$ cat src/rtl/mod_reduce_seq_if.sv
// Valid/ready bundle between the multiplier stage and the modular reducer.
// master: product source and result consumer; slave: mod_reduce_seq.
interface mod_reduce_seq_if #(
    parameter int mul_size = 56
);
    logic                    in_valid;
    logic                    in_ready;
    logic [2*mul_size-1:0]   dividend;
    logic [mul_size-1:0]     divisor;
    logic                    out_valid;
    logic                    out_ready;
    logic [mul_size-1:0]     quotient;
    logic [mul_size-1:0]     remainder;
    logic                    err;

    modport master (
        output in_valid,
        output dividend,
        output divisor,
        output out_ready,
        input  in_ready,
        input  out_valid,
        input  quotient,
        input  remainder,
        input  err
    );

    modport slave (
        input  in_valid,
        input  dividend,
        input  divisor,
        input  out_ready,
        output in_ready,
        output out_valid,
        output quotient,
        output remainder,
        output err
    );
endinterface

$ cat src/rtl/mod_reduce_seq.sv
// Sequential restoring divider: 2*mul_size-bit product / mul_size-bit modulus.
// Ports: clk, rst_n (async low), bus (slave: in_valid/in_ready/dividend/divisor,
// out_valid/out_ready/quotient/remainder/err). Define RADIX4_EN for 2 steps/cycle.
module mod_reduce_seq #(
    parameter int mul_size = 56
) (
    input  logic             clk,
    input  logic             rst_n,
    mod_reduce_seq_if.slave  bus
);
    localparam int W  = mul_size;
    localparam int CW = $clog2(W + 1);

`ifdef RADIX4_EN
    localparam int STEP = 2;
`else
    localparam int STEP = 1;
`endif

    typedef enum logic [1:0] {
        IDLE,
        RUN,
        DONE
    } state_t;

    state_t          state_q, state_d;
    logic [W-1:0]    lo_q, lo_d;
    logic [W-1:0]    dsr_q, dsr_d;
    logic [W-1:0]    r_q, r_d;
    logic [W-1:0]    q_q, q_d;
    logic [W-1:0]    quo_q, quo_d;
    logic [W-1:0]    rem_q, rem_d;
    logic            err_q, err_d;
    logic [CW-1:0]   cnt_q, cnt_d;

    logic [W-1:0]    step_r;
    logic [W-1:0]    step_q;
    logic [W-1:0]    step_lo;
    logic            last;
    logic            bad_in;

    // One restoring step; returns {quotient bit, new partial remainder}.
    // t is W+1 bits wide so the shifted-out MSB of r takes part in the compare.
    function automatic logic [W:0] rstep(
        input logic [W-1:0] r,
        input logic         b,
        input logic [W-1:0] d
    );
        logic [W:0] t;
        t = {r, b};
        if (t >= {1'b0, d}) begin
            t = t - {1'b0, d};
            return {1'b1, t[W-1:0]};
        end
        return {1'b0, t[W-1:0]};
    endfunction

`ifdef RADIX4_EN
    logic [W:0] s1, s2;
    always_comb begin
        s1      = rstep(r_q, lo_q[W-1], dsr_q);
        s2      = rstep(s1[W-1:0], lo_q[W-2], dsr_q);
        step_r  = s2[W-1:0];
        step_q  = (q_q << 2) | W'({s1[W], s2[W]});
        step_lo = lo_q << 2;
        last    = (cnt_q == CW'(W - 2));
    end
`else
    logic [W:0] s1;
    always_comb begin
        s1      = rstep(r_q, lo_q[W-1], dsr_q);
        step_r  = s1[W-1:0];
        step_q  = (q_q << 1) | W'(s1[W]);
        step_lo = lo_q << 1;
        last    = (cnt_q == CW'(W - 1));
    end
`endif

    // Covers divisor==0 too: the upper half is always >= 0.
    assign bad_in = (bus.dividend[2*W-1:W] >= bus.divisor);

    always_comb begin
        state_d = state_q;
        lo_d    = lo_q;
        dsr_d   = dsr_q;
        r_d     = r_q;
        q_d     = q_q;
        quo_d   = quo_q;
        rem_d   = rem_q;
        err_d   = err_q;
        cnt_d   = cnt_q;

        unique case (state_q)
            IDLE: begin
                if (bus.in_valid) begin
                    if (bad_in) begin
                        err_d   = 1'b1;
                        quo_d   = '0;
                        rem_d   = '0;
                        state_d = DONE;
                    end else begin
                        err_d   = 1'b0;
                        lo_d    = bus.dividend[W-1:0];
                        r_d     = bus.dividend[2*W-1:W];
                        dsr_d   = bus.divisor;
                        q_d     = '0;
                        cnt_d   = '0;
                        state_d = RUN;
                    end
                end
            end
            RUN: begin
                r_d   = step_r;
                q_d   = step_q;
                lo_d  = step_lo;
                cnt_d = cnt_q + CW'(STEP);
                if (last) begin
                    quo_d   = step_q;
                    rem_d   = step_r;
                    state_d = DONE;
                end
            end
            DONE: begin
                if (bus.out_ready) begin
                    state_d = IDLE;
                end
            end
            default: begin
                state_d = IDLE;
            end
        endcase
    end

    always_ff @(posedge clk or negedge rst_n) begin
        if (!rst_n) begin
            state_q <= IDLE;
            lo_q    <= '0;
            dsr_q   <= '0;
            r_q     <= '0;
            q_q     <= '0;
            quo_q   <= '0;
            rem_q   <= '0;
            err_q   <= 1'b0;
            cnt_q   <= '0;
        end else begin
            state_q <= state_d;
            lo_q    <= lo_d;
            dsr_q   <= dsr_d;
            r_q     <= r_d;
            q_q     <= q_d;
            quo_q   <= quo_d;
            rem_q   <= rem_d;
            err_q   <= err_d;
            cnt_q   <= cnt_d;
        end
    end

    assign bus.in_ready  = (state_q == IDLE);
    assign bus.out_valid = (state_q == DONE);
    assign bus.quotient  = quo_q;
    assign bus.remainder = rem_q;
    assign bus.err       = err_q;
endmodule

$ cat src/flat_wrapper.sv
// flat-port wrapper written by rule: the top's interface ports become plain ports
module mod_reduce_seq_flat 
#(
    parameter int mul_size = 56
)
  (clk, rst_n, bus_in_valid, bus_dividend, bus_divisor, bus_out_ready, bus_in_ready, bus_out_valid, bus_quotient, bus_remainder, bus_err);
  mod_reduce_seq_if #(.mul_size(mul_size)) bus_i ();
  input  logic clk;
  input  logic rst_n;
  input wire logic [$bits(bus_i.in_valid)-1:0] bus_in_valid;
  input wire logic [$bits(bus_i.dividend)-1:0] bus_dividend;
  input wire logic [$bits(bus_i.divisor)-1:0] bus_divisor;
  input wire logic [$bits(bus_i.out_ready)-1:0] bus_out_ready;
  output wire logic [$bits(bus_i.in_ready)-1:0] bus_in_ready;
  output wire logic [$bits(bus_i.out_valid)-1:0] bus_out_valid;
  output wire logic [$bits(bus_i.quotient)-1:0] bus_quotient;
  output wire logic [$bits(bus_i.remainder)-1:0] bus_remainder;
  output wire logic [$bits(bus_i.err)-1:0] bus_err;
  assign bus_i.in_valid = bus_in_valid;
  assign bus_i.dividend = bus_dividend;
  assign bus_i.divisor = bus_divisor;
  assign bus_i.out_ready = bus_out_ready;
  assign bus_in_ready = bus_i.in_ready;
  assign bus_out_valid = bus_i.out_valid;
  assign bus_quotient = bus_i.quotient;
  assign bus_remainder = bus_i.remainder;
  assign bus_err = bus_i.err;
  mod_reduce_seq #(.mul_size(mul_size)) u_core (.clk(clk), .rst_n(rst_n), .bus(bus_i));
endmodule
$ cat config.mk
export PLATFORM = sky130hd
export DESIGN_NAME = mod_reduce_seq_flat
export DESIGN_NICKNAME = d
export VERILOG_FILES = /design/src/rtl/mod_reduce_seq_if.sv /design/src/rtl/mod_reduce_seq.sv /design/src/flat_wrapper.sv
export SDC_FILE = /design/constraint.sdc
export NUM_CORES = 1
export LEC_CHECK = 0
export CAP_MARGIN = 25
export CORE_MARGIN = 3
export CORE_UTILIZATION = 49
export CTS_BUF_LIST = sky130_fd_sc_hd__clkbuf_4 sky130_fd_sc_hd__clkbuf_8 sky130_fd_sc_hd__clkbuf_16
export CTS_CLUSTER_SIZE = 25
export DETAILED_ROUTE_END_ITERATION = 12
export PLACE_DENSITY = 0.79
export RECOVER_POWER = 50
export SLEW_MARGIN = 30
export SYNTH_ARGS = -nofsm -noshare
export SYNTH_HDL_FRONTEND = slang
export SYNTH_SLANG_ARGS = --single-unit
$ cat constraint.sdc
create_clock -name clk -period 3.5 [get_ports clk]
set_clock_uncertainty 0.2 [all_clocks]
set_input_delay 1.05 -clock clk [delete_from_list [all_inputs] [get_ports clk]]
set_output_delay 1.05 -clock clk [all_outputs]
set_load 0.02 [all_outputs]
# Yosys cells after proc, flatten, opt, wreduce, memory -nomap -nowiden
# Cells that the tools add are included.
# W data, S select, Z words.
# totals
elab_cells	58
regBits	344
# classes
reduce_logical	7
n_eq_ne	8
bitwise	2
mux	28
n_lt_le_gt_ge	2
n_addsub	2
# op_table
cell	n
$mux W56	9
$pmux W56 S2	4
$mux W57	2
$mux W55	2
$pmux W55 S2	1
$ge A57 B56 Y1	1
$ge A56 B56 Y1	1
$or A56 B1 Y56	1
$sub A56 B56 Y56	1
$mux W6	2
$pmux W6 S2	1
$reduce_and A3 Y1	3
$mux W2	4
$add A6 B1 Y6 const B	1
$eq A6 B6 Y1 const B	1
$ne A2 B2 Y1 const B	3
$pmux W2 S3	1
$ne A2 B1 Y1 const B	2
$reduce_and A4 Y1	1
$eq A2 B1 Y1 const B	1
$eq A2 B2 Y1 const B	1
$logic_not A2 Y1	1
$mux W1	2
$reduce_and A2 Y1	1
other kinds (2)	2

# Depth between registers and ports, before layout
# Gate-level depths: netlist (run 1).
# logic_depth
depth_word	6
mapped_depth	15
mapped_depth_nobuf	14

# Worst setup path after synthesis (run 1)
# Ideal clock, no wire load.
# synth_timing
path_kind	input -> register
start	in bus_divisor[29]
end	reg u_core.r_q[46]
arrival_ns	3.477
n_path_buf	1
setup_ns	0.126
path_stages	12
slack_ns	-0.303
path_cell_list	inv_1 -> ha_1 -> a21o_1 -> a21o_1 -> a221oi_1 -> o21ai_0 -> o31ai_1 -> a2bb2oi_1 -> nor2_1 -> clkbuf_1 -> nor2_1 -> a311o_1
# synth_between
elab_chain_cells	3
# synth_lines
item	line	source
from (decl)	flat_wrapper.sv:12	input wire logic [$bits(bus_i.divisor)-1:0] bus_divisor;
$ge A56 B56 Y1	mod_reduce_seq.sv:80	assign bad_in = (bus.dividend[2*W-1:W] >= bus.divisor);
$ne A2 B2 Y1 (no line)	-	
$reduce_and A3 Y1 (no line)	-	
to (signal assigned)	mod_reduce_seq.sv:149	r_q <= r_d;
to (decl)	mod_reduce_seq.sv:29	logic [W-1:0] r_q, r_d;
# No other way between the ends.
# A chain may end at the register's enable or synchronous reset.

# Final worst setup path (run 1)
# layout_timing
start	in bus_divisor[16]
end	reg u_core.lo_q[3]
# layout_between
elab_chain_cells	3
# layout_lines
item	line	source
$ge A56 B56 Y1	mod_reduce_seq.sv:80	
$ne A2 B2 Y1 (no line)	-	
$reduce_and A3 Y1 (no line)	-	
to (signal assigned)	mod_reduce_seq.sv:147	lo_q <= lo_d;
to (decl)	mod_reduce_seq.sv:27	logic [W-1:0] lo_q, lo_d;
# No other way between the ends.

==> flow_summary.json, run 1 <==
{
  "status": "finished, violations left",
  "violations": "capacitance limit, slew limit, setup timing",
  "grt_pass1_vias": 19224,
  "clockBufferDepth": 3,
  "drtAntennaViolNets": 0,
  "leakagePower_uw": 0.0135,
  "power.density_nw_per_um2": 1130,
  "synth_top_area_cell": "dfrtp_1",
  "synth-main-ff-cell": "dfrtp_1",
  "setup_viol": 106,
  "grt_max_degree": 131,
  "slew_viol_final": 77,
  "vias": 19474,
  "cp_cell_sequence": "dlygate4sd2_1 > inv_1 > ha_1 > nand4_1 > buf_4 > nor2_1 > a21oi_1 > nand3_2 > o31ai_4 > a2bb2oi_4 > nor2_4 > buf_4 > buf_12 > clkbuf_16 > mux2i_1 > o21ai_0",
  "synth.net_count": 2392,
  "route.detailed.wl_per_inst_um": 22.2,
  "synth_edf_count": 0,
  "max_cap_viol_count": 1,
  "crit_family": "buffers and inverters",
  "antenna_found_initial": 4,
  "htreeDepth": 2,
  "dp_cells": 3095,
  "hold_start": "u_core.bus.quotient[26]",
  "syn_area_per_cell_um2": 9.02,
  "final_cells": 3236,
  "relSlewSlack": -0.458,
  "async_flop_share": 1.00,
  "gp_congestion": 0.951,
  "synth_commonest_cells": "nand2_1 (371), dfrtp_1 (344), o21ai_0 (254), a21oi_1 (126), inv_1 (125)",
  "core_um2": 37900,
  "reg2reg_depth": 14,
  "wl_met2_um": 35200,
  "nNetsFinal": 2985,
  "numCtsBuffers": 37,
  "synthToLayoutAreaGrowth_pct": 51.3,
  "dieArea_um2": 41200,
  "routed_wl_um": 71800,
  "n_fill_cell": 2432,
  "whs_path_depth": 2,
  "min_path_type": "flip-flop to flip-flop",
  "path_buf_inv": 6,
  "wl_met1_um": 27500,
  "track_usage": 0.313,
  "critical_path_class": "input pin to flip-flop",
  "drcViolationCount": 0,
  "max_stage_delay_ns": 0.31,
  "synth_cell_types": 68,
  "max_clock_freq_ghz": 0.272,
  "cpMostUsedCell": "buf_4",
  "viasPerCell": 6.02,
  "layout_setup_ws_ns": -0.174,
  "cts_tree": "done",
  "reg2reg_to": "u_core.r_q[47]",
  "synth_top_area_share": 0.453,
  "clock_latency_ns": 0.57,
  "worst_ep_arrival_time_ns": 3.88,
  "port_buffers": 286,
  "cpMaxStageDelayCell": "o31ai_4",
  "overflow": 0,
  "crit_fanout": 6,
  "first_pass_iters": 6,
  "synthCells": 2106,
  "synth-seq-area-share": 0.453,
  "critical_path_required_ns": 3.71,
  "ys_warn_count": 0,
  "finalSetupTns_ns": -5.63,
  "synth.most_common_cell": "nand2_1",
  "tightest_slew_ns": 2.19,
  "layout-drive-gt1-share": 0.289,
  "dr.max_layer_used": "met5",
  "ir_worst_vdd_v": 0.000636,
  "clkSinkCount": 344,
  "dieWidth_um": 203,
  "ioPinCount": 287,
  "cts_hold_buf": 0,
  "wl_met3_um": 5640,
  "initial_core_util": 0.501,
  "ys_ff_latch": 344,
  "cts_root_buf": "clkbuf_16",
  "netlist_area_um2": 19000,
  "hpwlAfterDp_um": 45300,
  "fin_crit_sh": 1.05,
  "synthTopCellsByArea": "dfrtp_1 (45%), ha_1 (7.4%), nand2_1 (7.3%)",
  "worstReg2RegStart": "u_core.r_q[47]",
  "endpoint_kind": "flip-flop",
  "grt_pass1_wl_um": 103000,
  "die_h_um": 203,
  "fin_crit_ns": 3.67,
  "drtIter0Drc": 1980,
  "clk_pin_slew_ns": 0.06,
  "start_kind": "input pin",
  "rrSetupSlack_ns": -0.05,
  "min_to": "u_core.bus.quotient[26]",
  "hold_viol": 0,
  "rows": 71,
  "grt_setup_unrepaired": "true"
}
-- worst min-delay path, delay by kind of cell, from the launching register on --
kind | cells | cell delay, ns
flip-flops | 1 | 0.34
AND/OR/NAND/NOR | 2 | 0.10
-- per-layer routing --
metal | GRT usage | vias up
li1 | - | 8619
met1 | 0.397 | 9526
met2 | 0.530 | 1037
met3 | 0.0595 | 288
met4 | 0.124 | 4
met5 | 0 | -
-- registers in the layout (all words and copies together), names as in the netlist --
| register | count |
|---|---|
| u_core.q_q | 55 |
| u_core.bus.err | 1 |
| u_core.bus.remainder | 56 |
| u_core.state_q | 2 |
| u_core.dsr_q | 56 |
| u_core.lo_q | 56 |
| u_core.bus.quotient | 56 |
| u_core.cnt_q | 6 |
| u_core.r_q | 56 |
-- final cells by class --
class,count,area (um^2),area share
inverters,126,483,0.0168
multi-input cells,1512,11200,0.388
flip-flops and latches,344,8610,0.299
well taps,511,639,0.0222
diodes,2,5.00,0.000174
clock buffers,51,1080,0.0376
clock inverters,12,219,0.00762
repair buffers,678,6560,0.228
-- logic make-up (layout without fill, tap and decap cells) --
kind of cell / after synthesis / count (layout) / share of synthesized area
adders and majority gates: 114 / 114 / 0.0755
and+or+nand+nor: 636 / 636 / 0.144
buffers and inverters: 250 / 867 / 0.0526
xor gates and xnor gates: 50 / 50 / 0.0230
other: 0 / 2 / 0
DFF: 344 / 344 / 0.453
AOI/OAI and AO/OA: 618 / 618 / 0.202
muxes: 94 / 94 / 0.0498
-- where the power goes --
| group | internal (uW) | total [uW] | switching [uW] | leakage [uW] |
|---|---|---|---|---|
| logic | 9580 | 21600 | 12000 | 0.00846 |
| registers | 5570 | 6600 | 1030 | 0.00436 |
| clock network | 2540 | 4220 | 1680 | 0.000649 |
| total | 17700 | 32400 | 14700 | 0.0135 |
-- worst max-delay path by stage --
stage                                from              to  slack [ns]  depth (start not counted)
after floorplan           bus_divisor[29]  u_core.r_q[36]       0.004                         12
after global placement     bus_divisor[7]  u_core.q_q[32]       -1.34                         16
after detailed placement   bus_divisor[7]  u_core.q_q[40]       -1.42                         16
after CTS                  u_core.r_q[43]  u_core.r_q[46]       -0.02                         13
after global routing      bus_divisor[16]  u_core.lo_q[3]       -0.21                         16
final                     bus_divisor[16]  u_core.lo_q[3]       -0.17                         16
-- cell usage in the layout (no fill, tap or decap), types with 16 or more instances in the layout --
| master | n |
|---|---|
| nand2_1 | 345 |
| dfrtp_1 | 343 |
| buf_4 | 304 |
| o21ai_0 | 176 |
| clkdlybuf4s50_1 | 142 |
| inv_1 | 87 |
| a21oi_1 | 87 |
| nor2_1 | 81 |
| mux2i_1 | 77 |
| nand3_1 | 72 |
| o21ai_1 | 66 |
| a22o_1 | 61 |
| ha_1 | 57 |
| ha_4 | 53 |
| clkbuf_16 | 48 |
| a21oi_2 | 36 |
| dlygate4sd3_1 | 36 |
| inv_2 | 35 |
| a21o_1 | 35 |
| dlygate4sd2_1 | 34 |
| buf_6 | 32 |
| a22oi_2 | 30 |
| nand4_1 | 29 |
| clkbuf_2 | 29 |
| xor2_1 | 27 |
| buf_12 | 24 |
| nand2_2 | 20 |
| xnor2_1 | 19 |
| dlymetal6s2s_1 | 19 |
| o21ai_2 | 16 |
-- repair_timing --
item / in CTS / in global routing
cloned: 10 / 11
gates resized for setup: 332 / 353
setup buffers: 37 / 27
endpoints found under the setup margin: 344 / 319
pin swaps: 89 / 102
-- per-stage QoR --
stage,total power [uW],hold WS (ns),worst slack (ns),instance area (um^2),utilization
after floorplan,16700,0.249,0.00434,19100,-
after global placement,23200,0.253,-1.34,24800,0.653
after detailed placement,23700,0.254,-1.42,24800,0.653
after CTS,29800,0.268,-0.0225,27500,0.726
after global routing,34200,0.288,-0.209,28800,0.758
final,32400,0.264,-0.174,28800,0.758
Note: power is estimated with default switching activity, not from simulation.
==> run 2: changes to the inputs <==
Settings changed: CORE_UTILIZATION 49 to 50, PLACE_DENSITY 0.79 to 0.81.
==> flow_summary.json, run 2 (synthesized netlist as in run 1, its figures left out) <==
{
  "crit_start": "u_core.dsr_q[44]",
  "worst_ep_arrival_time_ns": 3.85,
  "drtAntennaViolNets": 0,
  "leakagePower_uw": 0.0132,
  "grt_pass1_wl_um": 105000,
  "antenna_found_initial": 5,
  "rrSetupSlack_ns": -0.14,
  "ir_worst_vdd_v": 0.000650,
  "min_path_type": "flip-flop to flip-flop",
  "layout-drive-gt1-share": 0.274,
  "slew_viol_final": 0,
  "cpMaxStageDelayCell": "dfrtp_1",
  "status": "finished, violations left",
  "numCtsBuffers": 39,
  "tightest_slew_ns": 1.26,
  "crit_fanout": 6,
  "reg2reg_depth": 16,
  "clock_latency_ns": 0.57,
  "start_kind": "flip-flop",
  "clk_pin_slew_ns": 0.06,
  "setup_viol": 58,
  "drcViolationCount": 0,
  "cpMostUsedCell": "buf_4",
  "first_pass_iters": 7,
  "worstReg2RegStart": "u_core.dsr_q[44]",
  "port_buffers": 286,
  "cp_cell_sequence": "inv_2 > ha_4 > a21o_1 > a2111oi_4 > nor3_2 > a311o_1 > a311oi_2 > buf_4 > a22oi_2 > o22ai_4 > buf_4 > buf_8 > buf_4 > nor2_1 > a21oi_2 > o21ai_0",
  "hold_start": "u_core.bus.quotient[32]",
  "max_stage_delay_ns": 0.37,
  "routed_wl_um": 68400,
  "violations": "setup timing",
  "max_clock_freq_ghz": 0.275,
  "layout_setup_ws_ns": -0.138,
  "ioPinCount": 287,
  "n_fill_cell": 2348,
  "clkSinkCount": 344,
  "layout_common_cells": "nand2_1 (360), dfrtp_1 (343), buf_4 (301), o21ai_0 (181), clkdlybuf4s50_1 (181)",
  "initial_core_util": 0.513,
  "hpwlAfterDp_um": 44900,
  "route.detailed.wl_per_inst_um": 21.2,
  "track_usage": 0.319,
  "path_depth": 16,
  "grt_pass1_vias": 19559,
  "gp_congestion": 0.976,
  "critical_path_class": "flip-flop to flip-flop",
  "rows": 70,
  "crit_family": "compound AO/OA/AOI/OAI gates",
  "vias": 18999,
  "nNetsFinal": 2970,
  "power_uw": 33300,
  "grt_max_degree": 119,
  "crit_end": "u_core.r_q[21]",
  "grt_setup_unrepaired": "true",
  "finalSetupTns_ns": -2.89,
  "cts_root_buf": "clkbuf_16",
  "dp_cells": 3096,
  "critical_path_required_ns": 3.71,
  "clockBufferDepth": 3,
  "final_common_cell": "nand2_1",
  "cts_tree": "done",
  "die_h_um": 201,
  "dieWidth_um": 201,
  "reg2reg_to": "u_core.r_q[21]",
  "power.density_nw_per_um2": 1180,
  "cts_hold_buf": 0,
  "htreeDepth": 2,
  "viasPerCell": 5.89,
  "final_cells": 3224,
  "drtIter0Drc": 1942,
  "max_cap_viol_count": 0,
  "synthToLayoutAreaGrowth_pct": 49.0,
  "relSlewSlack": 0.159,
  "fin_crit_ns": 3.64,
  "endpoint_kind": "flip-flop",
  "overflow": 0,
  "core_um2": 37000,
  "hold_viol": 0,
  "path_buf_inv": 5,
  "fin_crit_sh": 1.04,
  "dieArea_um2": 40400
}
run 2: cell count changes in the layout (fill, tap and decap cells not counted), moves of 9 or more:
cell,delta
ha_4,-9
dlygate4sd3_1,-33
a22oi_2,-25
nand2_1,+15
ha_1,+9
a22oi_1,+25
nor2_4,+12
nor2_1,-20
nand2_2,-11
clkdlybuf4s50_1,+39
run 2: where the power goes:
group	internal [uW]	leakage, uW	total [uW]	switching, uW
sequential	5570	0.00436	6600	1030
clock	2570	0.000688	4370	1800
combinational	9900	0.00820	22300	12400
run 2: cell type report:
type	count	area (um^2)	area share
Multi-Input combinational cell	1512	11000	0.389
Antenna cell	5	12.5	0.000442
Inverter	126	475	0.0168
Timing Repair Buffer	661	6170	0.218
Clock buffer	54	1150	0.0407
Sequential cell	344	8610	0.304
Clock inverter	18	249	0.00880
Tap cell	504	631	0.0223
run 2: metrics by stage:
step                setup WS [ns]  hold WS, ns  instance area, um^2  utilization
finish                     -0.138        0.269                28300        0.764
global route               -0.221        0.285                28300        0.764
detailed placement          -1.23        0.258                24800        0.669
CTS                     0.0000955        0.207                27400        0.739
global placement            -1.15        0.251                24800        0.669
floorplan                 0.00434        0.249                19100            -
run 2: worst min path at each step:
stage / cells past startpoint / endpoint
after floorplan: 2 / u_core.lo_q[10]
after global placement: 2 / u_core.bus.quotient[54]
after detailed placement: 2 / u_core.bus.quotient[52]
after CTS: 1 / u_core.lo_q[28]
after global routing: 2 / u_core.bus.quotient[52]
final: 2 / u_core.bus.quotient[32]
run 2: worst reg2reg max path: cells and delay by family (launching register included):
family | cells | cell delay, ns
buffers and inverters | 5 | 0.73
AO/OA/AOI/OAI | 8 | 1.79
AND/OR/NAND/NOR | 2 | 0.19
adder cells (fa/ha/maj) | 1 | 0.21
flip-flops | 1 | 0.37
run 2: metal layers:
layer | share of wire | vias to the layer above | GRT usage | wire length [um]
met4 | 0.036 | 2 | 0.111 | 2500
met1 | 0.39 | 9314 | 0.405 | 26900
met3 | 0.066 | 182 | 0.0473 | 4540
li1 | - | 8572 | - | -
met2 | 0.50 | 929 | 0.559 | 34500
met5 | 0.00012 | - | 0 | 8
run 2: what timing repair did:
item	CTS	global route
gates cloned	7	4
endpoints found under the setup margin	344	334
pin swaps	77	75
setup buffers	23	22
resized for setup	281	336
